$ cat config.mk
export PLATFORM = sky130hd
export DESIGN_NAME = ir_sequencer
export DESIGN_NICKNAME = d
export VERILOG_FILES = /design/src/rtl/cpu_pkg.sv /design/src/rtl/ir_sequencer_cc_eval.sv /design/src/rtl/ir_sequencer.sv
export SDC_FILE = /design/constraint.sdc
export NUM_CORES = 1
export LEC_CHECK = 0
export ABC_AREA = 1
export CAP_MARGIN = 20
export CORE_AREA = 8 8 60 49
export CTS_CLUSTER_DIAMETER = 150
export DETAILED_ROUTE_END_ITERATION = 10
export DIE_AREA = 0 0 68 57
export DONT_BUFFER_PORTS = 1
export MAX_ROUTING_LAYER = met4
export PLACE_DENSITY = 0.69
export SYNTH_ARGS = -nofsm -noshare
export SYNTH_HDL_FRONTEND = slang
export SYNTH_SLANG_ARGS = --single-unit
$ cat constraint.sdc
create_clock -name clk -period 4.75 [get_ports clk]
set_input_delay 0.95 -clock clk [delete_from_list [all_inputs] [get_ports clk]]
set_output_delay 0.95 -clock clk [all_outputs]
set_load 0.02 [all_outputs]
$ cat src/rtl/cpu_pkg.sv
// Shared CPU definitions: sequencer state, branch condition codes and the
// opcodes the sequencer handles itself.
package cpu_pkg;

  typedef enum logic [1:0] {
    RUN  = 2'd0,
    HALT = 2'd1,
    LOCK = 2'd2
  } seq_state_t;

  typedef enum logic [1:0] {
    CC_NZ = 2'd0,
    CC_Z  = 2'd1,
    CC_NC = 2'd2,
    CC_C  = 2'd3
  } cc_t;

  localparam logic [7:0] OP_NOP  = 8'h00;
  localparam logic [7:0] OP_HALT = 8'h76;

endpackage

$ cat src/rtl/ir_sequencer_cc_eval.sv
// Branch condition evaluator (cc field against Z/C flags); shared with the
// JP/CALL/RET cc paths.
module cc_eval
  import cpu_pkg::*;
(
  input  logic [1:0] cc,
  input  logic       flag_z,
  input  logic       flag_c,
  output logic       cc_true
);

  // Select the flag polarity named by the condition code
  always_comb begin
    cc_true = 1'b0;
    case (cc_t'(cc))
      CC_NZ:   cc_true = ~flag_z;
      CC_Z:    cc_true = flag_z;
      CC_NC:   cc_true = ~flag_c;
      CC_C:    cc_true = flag_c;
      default: cc_true = 1'b0;
    endcase
  end

endmodule

$ cat src/rtl/ir_sequencer.sv
// Instruction register and M-cycle step sequencer feeding the opcode decoder.
// Optional retired-instruction counter enabled by macro SEQ_RETIRE_CNT_EN.
module ir_sequencer
  import cpu_pkg::*;
#(
  parameter logic [7:0] RESET_OPCODE = OP_NOP,
  parameter logic [7:0] HALT_OPCODE  = OP_HALT,
  parameter logic [2:0] STEP_LIMIT   = 3'd7
) (
  input  logic        clk,
  input  logic        rst_n,
  input  logic [7:0]  ir_in,
  input  logic        dec_done,
  input  logic        dec_is_cond,
  input  logic [2:0]  dec_next_cond,
  input  logic        flag_z,
  input  logic        flag_c,
  input  logic        mem_wait,
  input  logic        irq_pending,
  output logic [7:0]  opcode,
  output logic [2:0]  step,
  output logic        dec_en,
  output logic        seq_fetch,
  output logic        halted,
  output logic        locked
`ifdef SEQ_RETIRE_CNT_EN
  ,
  output logic [15:0] retired_cnt
`endif
);

  seq_state_t state_r;
  seq_state_t state_n_s;
  logic [7:0] opcode_r;
  logic [7:0] opcode_n_s;
  logic [2:0] step_r;
  logic [2:0] step_n_s;
  logic       latch_s;
  logic       cc_true_s;

  cc_eval u_cc_eval (
    .cc      (opcode_r[4:3]),
    .flag_z  (flag_z),
    .flag_c  (flag_c),
    .cc_true (cc_true_s)
  );

  assign seq_fetch = ~mem_wait &
                     (((state_r == RUN) & (opcode_r == OP_NOP) & (step_r == 3'd0)) |
                      ((state_r == HALT) & irq_pending));
  assign dec_en    = ~mem_wait & (state_r == RUN) &
                     (opcode_r != OP_NOP) & (opcode_r != HALT_OPCODE);

  // Next IR/step/state; a stall holds everything
  always_comb begin
    state_n_s  = state_r;
    opcode_n_s = opcode_r;
    step_n_s   = step_r;
    latch_s    = 1'b0;
    if (mem_wait) begin
      latch_s = 1'b0;
    end else begin
      case (state_r)
        RUN: begin
          if (seq_fetch || (dec_en && dec_done)) begin
            // done outranks is_cond; HALT must be seen before any decoder strobe
            opcode_n_s = ir_in;
            step_n_s   = 3'd0;
            latch_s    = 1'b1;
            if (!seq_fetch && (opcode_r == HALT_OPCODE)) begin
              opcode_n_s = opcode_r;
              state_n_s  = HALT;
              latch_s    = 1'b0;
            end else begin
              state_n_s = RUN;
            end
          end else if (opcode_r == HALT_OPCODE) begin
            state_n_s = HALT;
            step_n_s  = 3'd0;
          end else if (dec_en && dec_is_cond) begin
            step_n_s = cc_true_s ? (step_r + 3'd1) : dec_next_cond;
          end else if (step_r == STEP_LIMIT) begin
            state_n_s = LOCK;
          end else begin
            step_n_s = step_r + 3'd1;
          end
        end
        HALT: begin
          if (irq_pending) begin
            opcode_n_s = ir_in;
            step_n_s   = 3'd0;
            state_n_s  = RUN;
            latch_s    = 1'b1;
          end else begin
            state_n_s = HALT;
          end
        end
        LOCK: begin
          state_n_s = LOCK;
        end
        default: begin
          state_n_s = LOCK;
        end
      endcase
    end
  end

  // Sequencer state registers
  always_ff @(posedge clk or negedge rst_n) begin
    if (!rst_n) begin
      state_r  <= RUN;
      opcode_r <= RESET_OPCODE;
      step_r   <= 3'd0;
    end else begin
      state_r  <= state_n_s;
      opcode_r <= opcode_n_s;
      step_r   <= step_n_s;
    end
  end

  assign opcode = opcode_r;
  assign step   = step_r;
  assign halted = (state_r == HALT);
  assign locked = (state_r == LOCK);

`ifdef SEQ_RETIRE_CNT_EN
  logic [15:0] retired_cnt_r;

  // Count every IR load; wraps naturally at 16 bits
  always_ff @(posedge clk or negedge rst_n) begin
    if (!rst_n) begin
      retired_cnt_r <= 16'd0;
    end else if (latch_s) begin
      retired_cnt_r <= retired_cnt_r + 16'd1;
    end else begin
      retired_cnt_r <= retired_cnt_r;
    end
  end

  assign retired_cnt = retired_cnt_r;
`else
  logic unused_latch_s;
  assign unused_latch_s = latch_s;
`endif

endmodule

==> results of run 1 <==
-- report_power, final --
| part | internal, mW | switching, mW | total [mW] | leakage [nW] |
|---|---|---|---|---|
| Sequential | 0.114 | 0.00981 | 0.124 | 0.160 |
| Combinational | 0.00566 | 0.00887 | 0.0145 | 0.333 |
| Clock | 0.0312 | 0.0381 | 0.0694 | 0.0177 |
-- per-stage QoR --
stage / setup slack [ns] / utilization
after CTS: 2.15 / 0.474
after global placement: 2.34 / 0.461
after global routing: 2.01 / 0.474
after detailed placement: 2.33 / 0.461
final: 2.17 / 0.474
after floorplan: 2.37 / -
-- layout by cell type, fill, tap and decap left out --
| cell type | Yosys | final |
|---|---|---|
| sky130_fd_sc_hd__nand2_4 | 2 | 2 |
| sky130_fd_sc_hd__mux2_2 | 3 | 3 |
| sky130_fd_sc_hd__nor2_1 | 13 | 13 |
| sky130_fd_sc_hd__inv_2 | 3 | 3 |
| sky130_fd_sc_hd__nand3_1 | 8 | 8 |
| sky130_fd_sc_hd__nand2_2 | 6 | 6 |
| sky130_fd_sc_hd__o21ai_2 | 1 | 1 |
| sky130_fd_sc_hd__nand4_4 | 1 | 1 |
| sky130_fd_sc_hd__dfrtp_1 | 13 | 13 |
| sky130_fd_sc_hd__nand3_2 | 1 | 1 |
| sky130_fd_sc_hd__nor2_4 | 1 | 1 |
| sky130_fd_sc_hd__nor3_2 | 1 | 1 |
| sky130_fd_sc_hd__nand2_1 | 42 | 42 |
| sky130_fd_sc_hd__clkinv_2 | 0 | 1 |
| sky130_fd_sc_hd__mux2_4 | 1 | 1 |
| sky130_fd_sc_hd__clkbuf_4 | 0 | 3 |
| sky130_fd_sc_hd__o21ai_0 | 8 | 8 |
| sky130_fd_sc_hd__ha_1 | 3 | 3 |
| sky130_fd_sc_hd__inv_1 | 16 | 16 |
| sky130_fd_sc_hd__nor2_2 | 5 | 5 |
| sky130_fd_sc_hd__nor3_4 | 1 | 1 |
-- worst max-delay path: stages (launching register included) --
cell and delay (ns):
sky130_fd_sc_hd__dfrtp_1 0.39, sky130_fd_sc_hd__inv_2 0.06, sky130_fd_sc_hd__nor2_1 0.45, sky130_fd_sc_hd__nand2_1 0.10
sky130_fd_sc_hd__nand2_1 0.10, sky130_fd_sc_hd__nand2_2 0.08, sky130_fd_sc_hd__inv_1 0.17
-- worst paths after layout --
kind	from	endpoint
worst min-delay path	rst_n	opcode[3]$_DFFE_PN0P_
max in group asynchronous	rst_n	state_r[0]$_DFFE_PN0P_
worst max register to register	step[0]$_DFFE_PN0P_	step[2]$_DFFE_PN0P_
worst max-delay path	state_r[0]$_DFFE_PN0P_	seq_fetch
min in group clk	state_r[0]$_DFFE_PN0P_	state_r[0]$_DFFE_PN0P_
worst min register to register	state_r[0]$_DFFE_PN0P_	state_r[0]$_DFFE_PN0P_
-- kinds of logic after synthesis --
group           synth area share
simple gates               0.428
buf+inv                   0.0870
flops                      0.343
compound gates            0.0514
mux                       0.0514
fa+ha+maj                 0.0395
-- registers in the layout, summed over array words and instances, names as in the netlist --
name and flops:
step 3, state_r 2, opcode 8
-- layout make-up --
cell class,instances,area share
clock inverter,1,0.00502
sequential,13,0.326
tap,25,0.0314
clock buffer,3,0.0226
multi-input combinational,97,0.543
inverter,19,0.0715
-- metal layers --
layer / GRT usage / vias to the layer above / share of wire
li1: - / 408 / -
met1: 0.122 / 335 / 0.41
met2: 0.202 / 17 / 0.52
met3: 0.0547 / 2 / 0.064
met4: 0.0175 / 0 / 0.0094
met5: - / - / 0
==> results.toml, run 1 <==
[timing]
min_period_ns = 2.58
grt_setup_unrepaired = "false"
pins_over_slew_limit = 0
setup_viol = 0
final_setup_skew_ns = 0.00191
layout_worst_path_cycle_share = 0.543
timing.setup.tns_ns = 0
timing.fmax_mhz = 388
final_hold_viol_count = 0
fin_hold_ws_ns = 0.356
max-slew-margin-rel = 0.614
tightest_slew_ns = 0.577

[grt]
global_route_wire_length_before_repair_microns = 3460
grt_util_all_layers = 0.118
grt_antenna_before_repair = 0
via_count_of_the_first_global_routing_pass = 778
pin_count_of_the_biggest_net_entering_global_routing = 15
global_route.overflow_total = 0

[clock_tree]
cts.clk_slew.worst_paths_ns = 0.08
htreeDepth = 1
cts.repair.resized = 0
clk-insertion-delay-late_ns = 0.28
cts-root-to-sink-buffers = 2
tritoncts_num_sinks = 13
cts_buffers = 3
clockRootBuffer = "sky130_fd_sc_hd__clkbuf_4"
cts_tree = "built"
post-cts-setup-buffer-count = 0
cts_hold_buf = 0

[drt]
drt-wirelength-per-cell_microns = 13.4
drcViolationCount = 0
totalWireLength_microns = 2130
route.detailed.vias_per_inst = 4.82
detail_route.first_pass.iterations = 4
postRouteAntennaNets = 0
via_count = 762
detailedRoute.firstIterationViolations = 23

[worst_setup_path]
setup.worst_path.end_class = "output pin"
setup.worst_path.start_class = "flip-flop"
worst-endpoint-arrival_ns = 1.63
worst_ep_required_time_ns = 3.80
worstRegToRegCells = 13
timing_worst_setup_path_type = "flip-flop to output pin"
critical_path_peak_fanout = 4
rrSetupSlack_ns = 2.88

[synthesis]
post_synth_inst_count = 130
synth_most_common_cell = "sky130_fd_sc_hd__nand2_1"
synth-edff-count = 0
yosys.cell_types.count = 20
netlist.area_leader.share = 0.343
synth-warning-count = 0
synth-async-reset-ratio = 1.00
leading_post_synthesis_cells_by_instance_count = "42 x sky130_fd_sc_hd__nand2_1, 16 x sky130_fd_sc_hd__inv_1, 13 x sky130_fd_sc_hd__dfrtp_1, 13 x sky130_fd_sc_hd__nor2_1"
synth.yosys.seq_area_share = 0.343
ys.flop_type = "sky130_fd_sc_hd__dfrtp_1"
flop_and_latch_count_out_of_synthesis = 13
synth_top_cell_by_area = "sky130_fd_sc_hd__dfrtp_1"
synth.net_count = 152
ys_top_cells_by_area = "sky130_fd_sc_hd__dfrtp_1 34%, sky130_fd_sc_hd__nand2_1 17%, sky130_fd_sc_hd__inv_1 6.3%"
synth_area_sq_um = 950
syn-mean-instance-area_sq_um = 7.31

[job]
max-cap-violations = 0

[pwr]
power.total_uw = 208
power_leakage_nw = 0.511
peakVddDrop_uv = 165
pwr_cell_area_mw_per_mm2 = 209

[cells_and_area]
num-nets-final = 156
synthToLayoutAreaGrowth_pct = 5.01
diodes = 0
share_of_cells_above_drive_strength_1 = 0.226
final_design_area_no_fill_sq_um = 997
sequential_cell_area_sq_um = 325
final.fill_count = 227
final_cells = 158
multi_input_comb_area_sq_um = 542

[placed_design]
dp.cells = 154
port-buffer-count = 0
final_wtd_congestion = 0.805
postPlaceCellArea_sq_um = 970
place_hpwl_microns = 1840

[floorplan]
design.portCount = 34
horizontal_die_dimension_microns = 68
number_of_placement_rows = 15
core_sq_mm = 0.00210
floorplan.die_area_sq_mm = 0.00388
die-height_microns = 57
initial_utilization = 0.452

[hold_path]
hold_path.class = "input port to async pin"

[outcome]
outcome = "complete, no violations"
(Power assumes the default switching activity.)
==> run 2, diff against run 1 <==
==> constraint.sdc (replaced) <==
create_clock -name clk -period 2.64 [get_ports clk]
set_input_delay 0.528 -clock clk [delete_from_list [all_inputs] [get_ports clk]]
set_output_delay 0.528 -clock clk [all_outputs]
set_load 0.02 [all_outputs]
==> results.toml, run 2 (same netlist as run 1, synthesis figures left out) <==
[pwr]
power_leakage_nw = 0.521
pwr_cell_area_mw_per_mm2 = 372
peakVddDrop_uv = 340

[clock_tree]
cts-root-to-sink-buffers = 2
clk-insertion-delay-late_ns = 0.27
cts.repair.resized = 0
cts_buffers = 3
cts.clk_slew.worst_paths_ns = 0.08
clockRootBuffer = "sky130_fd_sc_hd__clkbuf_4"
htreeDepth = 1
tritoncts_num_sinks = 13
post-cts-setup-buffer-count = 0
cts_tree = "built"

[grt]
pin_count_of_the_biggest_net_entering_global_routing = 15
grt_util_all_layers = 0.119
grt_antenna_before_repair = 0
global_route.overflow_total = 0
via_count_of_the_first_global_routing_pass = 791
global_route_wire_length_before_repair_microns = 3530

[timing]
layout_worst_path_cycle_share = 0.793
grt_setup_unrepaired = "false"
min_period_ns = 2.09
final_setup_skew_ns = 0.00222
max-slew-margin-rel = 0.600
final_hold_viol_count = 0
tightest_slew_ns = 0.598
timing.fmax_mhz = 477
timing.setup.tns_ns = 0
pins_over_slew_limit = 0
setup_viol = 0

[cells_and_area]
synthToLayoutAreaGrowth_pct = 6.85
num-nets-final = 158
layout.cells.most_common = "sky130_fd_sc_hd__nand2_1"
final.fill_count = 205
commonest_cells_after_routing_fill_and_taps_aside = "42 x sky130_fd_sc_hd__nand2_1, 16 x sky130_fd_sc_hd__inv_1, 13 x sky130_fd_sc_hd__nor2_1, 13 x sky130_fd_sc_hd__dfrtp_1"
largest_register_ffs = 8
diodes = 0
final_cells = 160
final_design_area_no_fill_sq_mm = 0.00101
share_of_cells_above_drive_strength_1 = 0.230

[placed_design]
postPlaceCellArea_sq_um = 977
final_wtd_congestion = 0.902
dp.cells = 155
place_hpwl_microns = 1690
port-buffer-count = 0

[hold_path]
hold_path_end = "opcode[3]$_DFFE_PN0P_"
hold_depth = 2
hold_path.class = "input port to flip-flop"
min-delay-start = "ir_in[3]"

[drt]
detail_route.first_pass.iterations = 4
drt-wirelength-per-cell_microns = 12.7
totalWireLength_microns = 2030
via_count = 795
detailedRoute.firstIterationViolations = 22
postRouteAntennaNets = 0
route.detailed.vias_per_inst = 4.97
drcViolationCount = 0

[worst_setup_path]
reg2reg_from = "step[0]$_DFFE_PN0P_"
timing_worst_setup_path_type = "flip-flop to output pin"
critical_path_peak_fanout = 6
rrSetupSlack_ns = 0.82
setup.worst_path.start_class = "flip-flop"
worst-endpoint-arrival_ns = 1.57
r2r-end = "step[0]$_DFFE_PN0P_"
worstRegToRegCells = 13
setup.worst_path.end_class = "output pin"
worst_ep_required_time_ns = 2.11
critical_path.startpoint = "step[0]$_DFFE_PN0P_"

[floorplan]
floorplan.die_area_sq_mm = 0.00388
initial_utilization = 0.452
core_sq_mm = 0.00210
die-height_microns = 57
number_of_placement_rows = 15
horizontal_die_dimension_microns = 68
design.portCount = 34

[outcome]
outcome = "complete, no violations"

[job]
max-cap-violations = 0
[run 2: timing repair]
| item | 4_1_cts | 5_1_grt |
|---|---|---|
| hold endpoints to repair | 13 | 0 |
| hold buffers | 1 | 0 |
| endpoints found under the setup margin | 0 | 0 |
[run 2: per-stage QoR]
stage                     hold WS, ns  setup slack, ns   util  total power, mW
after detailed placement        0.233            0.815  0.465            0.254
final                           0.372            0.545  0.483            0.378
after global routing            0.375            0.323  0.483            0.402
after CTS                       0.361            0.509  0.483            0.387
after global placement          0.233            0.847  0.465            0.253
after floorplan                 0.232            0.923      -            0.248
[run 2: layout make-up]
type,count,area [sq um],area share
clock buffers,3,22.5,0.0222
clock inverters,1,5.00,0.00493
well taps,25,31.3,0.0308
inverters,19,71.3,0.0703
flip-flops and latches,13,325,0.321
repair buffers,2,17.5,0.0173
multi-input cells,97,542,0.534
[run 2: power breakdown]
| part | switching, mW | leakage, nW | internal (mW) | total, mW |
|---|---|---|---|---|
| combinational | 0.0197 | 0.343 | 0.0112 | 0.0309 |
| clock | 0.0671 | 0.0177 | 0.0561 | 0.123 |
| sequential | 0.0179 | 0.160 | 0.206 | 0.224 |
| total | 0.105 | 0.521 | 0.273 | 0.378 |
[run 2: worst max path at each step]
stage          slack, ns  cells past startpoint                   to
2_1_floorplan       0.92                      8            seq_fetch
3_3_place_gp        0.85                      8            seq_fetch
3_5_place_dp        0.82                     13  step[0]$_DFFE_PN0P_
4_1_cts             0.51                      8            seq_fetch
5_1_grt             0.32                      8            seq_fetch
6_report            0.55                      8            seq_fetch
[run 2: worst max-delay path: stages, from the launching register on]
cell	delay [ns]
sky130_fd_sc_hd__dfrtp_1	0.51
sky130_fd_sc_hd__inv_1	0.10
sky130_fd_sc_hd__ha_1	0.14
sky130_fd_sc_hd__nand2_1	0.05
sky130_fd_sc_hd__nor2_1	0.12
sky130_fd_sc_hd__nand2_2	0.06
sky130_fd_sc_hd__nand2_1	0.07
sky130_fd_sc_hd__nand2_2	0.08
sky130_fd_sc_hd__inv_1	0.17
[run 2: layer usage]
metal | share of wire | GRT usage | vias to the layer above
met5 | 0 | - | -
met4 | 0.015 | 0.0262 | 0
met3 | 0.070 | 0.0566 | 4
met2 | 0.50 | 0.183 | 21
met1 | 0.41 | 0.136 | 358
li1 | - | - | 412
==> run 3, diff against run 2 <==
--- a/config.mk
+++ b/config.mk
@@ -13,7 +13,7 @@
 export DIE_AREA = 0 0 68 57
 export DONT_BUFFER_PORTS = 1
 export MAX_ROUTING_LAYER = met4
-export PLACE_DENSITY = 0.69
+export PLACE_DENSITY = 0.71
 export SYNTH_ARGS = -nofsm -noshare
 export SYNTH_HDL_FRONTEND = slang
 export SYNTH_SLANG_ARGS = --single-unit
==> constraint.sdc (replaced) <==
create_clock -name clk -period 1.9 [get_ports clk]
set_input_delay 0.38 -clock clk [delete_from_list [all_inputs] [get_ports clk]]
set_output_delay 0.38 -clock clk [all_outputs]
set_load 0.02 [all_outputs]
==> results.toml, run 3 (same netlist as run 1, synthesis figures left out) <==
[floorplan]
die-height_microns = 57
number_of_placement_rows = 15
design.portCount = 34
horizontal_die_dimension_microns = 68
core_sq_mm = 0.00210
initial_utilization = 0.452
floorplan.die_area_sq_mm = 0.00388

[pwr]
p_sw_frac = 0.271
switchingPower_uw = 145
pwr_cell_area_mw_per_mm2 = 487
clockPowerShare = 0.320
peakVddDrop_uv = 477
power_leakage_nw = 0.556
power_frac_seq = 0.569
internal_power_uw = 391
combPwrFrac = 0.111

[timing]
min_period_ns = 1.82
timing.setup.tns_ns = 0
setup_viol = 0
final_hold_viol_count = 0
post-route-worst-setup-slack_ns = 0.0840
final_setup_skew_ns = 0.00903
tightest_slew_ns = 0.605
fin_hold_ws_ns = 0.221
max-slew-margin-rel = 0.595
layout_worst_path_cycle_share = 0.956
pins_over_slew_limit = 0
timing.fmax_mhz = 551

[clock_tree]
htreeDepth = 1
cts_tree = "built"
clk-insertion-delay-late_ns = 0.28
tritoncts_num_sinks = 13
cts_buffers = 3
cts-root-to-sink-buffers = 2
clockRootBuffer = "sky130_fd_sc_hd__clkbuf_4"
cts.clk_slew.worst_paths_ns = 0.08

[cells_and_area]
largest_register_ffs = 8
diodes = 0
final_design_area_no_fill_sq_mm = 0.00110
share_of_cells_above_drive_strength_1 = 0.326
num-nets-final = 167
commonest_cells_after_routing_fill_and_taps_aside = "42 x sky130_fd_sc_hd__nand2_1, 15 x sky130_fd_sc_hd__inv_1, 11 x sky130_fd_sc_hd__nor2_1"
layout.cells.most_common = "sky130_fd_sc_hd__nand2_1"
synthToLayoutAreaGrowth_pct = 15.8

[worst_setup_path]
cp.buffers_inverters = 2
setup.worst_path.end_class = "output pin"
worstPathCellList = "inv_2 > nand2_1 > nor2_2 > nand2_2 > nand2_2 > nor2_2 > buf_4"
critPathMaxStageDelay_ns = 0.48
critical_path_peak_fanout = 4
worst-endpoint-arrival_ns = 1.44
path_delay_family = "flip-flops"
setup.worst_path.start_class = "flip-flop"
timing_worst_setup_path_type = "flip-flop to output pin"
worst_ep_required_time_ns = 1.52
slowest_cell_on_the_critical_path = "sky130_fd_sc_hd__dfrtp_2"

[placed_design]
place_hpwl_microns = 1920
worst_slack_after_detailed_placement_ns = 0.183
port-buffer-count = 0
postPlaceCellArea_sq_mm = 0.00103
final_wtd_congestion = 0.934

[job]
max-cap-violations = 0

[drt]
detailedRoute.firstIterationViolations = 37
totalWireLength_microns = 2340
drcViolationCount = 0
route.detailed.vias_per_inst = 5.02
detail_route.first_pass.iterations = 4
postRouteAntennaNets = 0
drt-wirelength-per-cell_microns = 13.8
via_count = 849

[grt]
grt_util_all_layers = 0.132
grt_antenna_before_repair = 0
via_count_of_the_first_global_routing_pass = 825
grt.met2_usage = 0.210
met3_usage = 0.0547
grt_util_met1 = 0.149
pin_count_of_the_biggest_net_entering_global_routing = 15
global_route.overflow_total = 0
global_route_wire_length_before_repair_microns = 3820
busiest_layer = "met2"

[hold_path]
hold_path.class = "input port to flip-flop"

[outcome]
outcome = "complete, no violations"
run 3: cell types whose count changed in the layout (fill, tap and decap cells not counted), sizes merged:
cell / change
buf: +9
clkbuf: +1
clkinv: -1
run 3: area by class of cell:
cell class	instances	area, sq um
Fill cell	197	1000
Multi-Input combinational cell	97	552
Sequential cell	13	332
Timing Repair Buffer	11	85.1
Inverter	19	73.8
Tap cell	25	31.3
Clock buffer	4	26.3
run 3: power by group through the flow:
| stage | Sequential (mW) | Combinational (mW) | Clock (mW) |
|---|---|---|---|
| after detailed placement | 0.309 | 0.0524 | 0 |
| final | 0.305 | 0.0595 | 0.172 |
| after floorplan | 0.313 | 0.0311 | 0 |
| after global placement | 0.308 | 0.0515 | 0 |
| after CTS | 0.304 | 0.0598 | 0.182 |
| after global routing | 0.306 | 0.0673 | 0.189 |
run 3: per-stage QoR:
| stage | util | power, mW | instances |
|---|---|---|---|
| 2_1_floorplan | - | 0.344 | 130 |
| 3_3_place_gp | 0.490 | 0.359 | 162 |
| 3_5_place_dp | 0.490 | 0.361 | 162 |
| 4_1_cts | 0.508 | 0.546 | 167 |
| 5_1_grt | 0.523 | 0.563 | 169 |
| 6_report | 0.523 | 0.536 | 169 |
run 3: layer usage:
metal / share of wire / wire length, microns / vias up
li1: - / - / 431
met1: 0.39 / 902 / 385
met2: 0.51 / 1200 / 27
met3: 0.076 / 179 / 6
met4: 0.023 / 54 / 0
met5: 0 / 0 / -
run 3: worst paths after layout:
kind,startpoint,endpoint,slack (ns),cells past startpoint
hold reg to reg,state_r[1]$_DFFE_PN0P_,state_r[1]$_DFFE_PN0P_,0.53,2
setup / recovery,opcode[3]$_DFFE_PN0P_,dec_en,0.08,7
setup reg to reg,step[0]$_DFFE_PN0P_,opcode[5]$_DFFE_PN0P_,0.20,9
max in group asynchronous,rst_n,step[0]$_DFFE_PN0P_,0.92,1
min in group asynchronous,rst_n,opcode[1]$_DFFE_PN0P_,0.54,1
hold / removal,ir_in[7],opcode[7]$_DFFE_PN0P_,0.22,2
run 3: what timing repair did:
item,in CTS,in global routing
buffers inserted,0,2
hold buffers,1,0
gates resized for setup,3,7
hold endpoints to repair,13,0
endpoints found under the setup margin,2,2
pin swaps,0,3
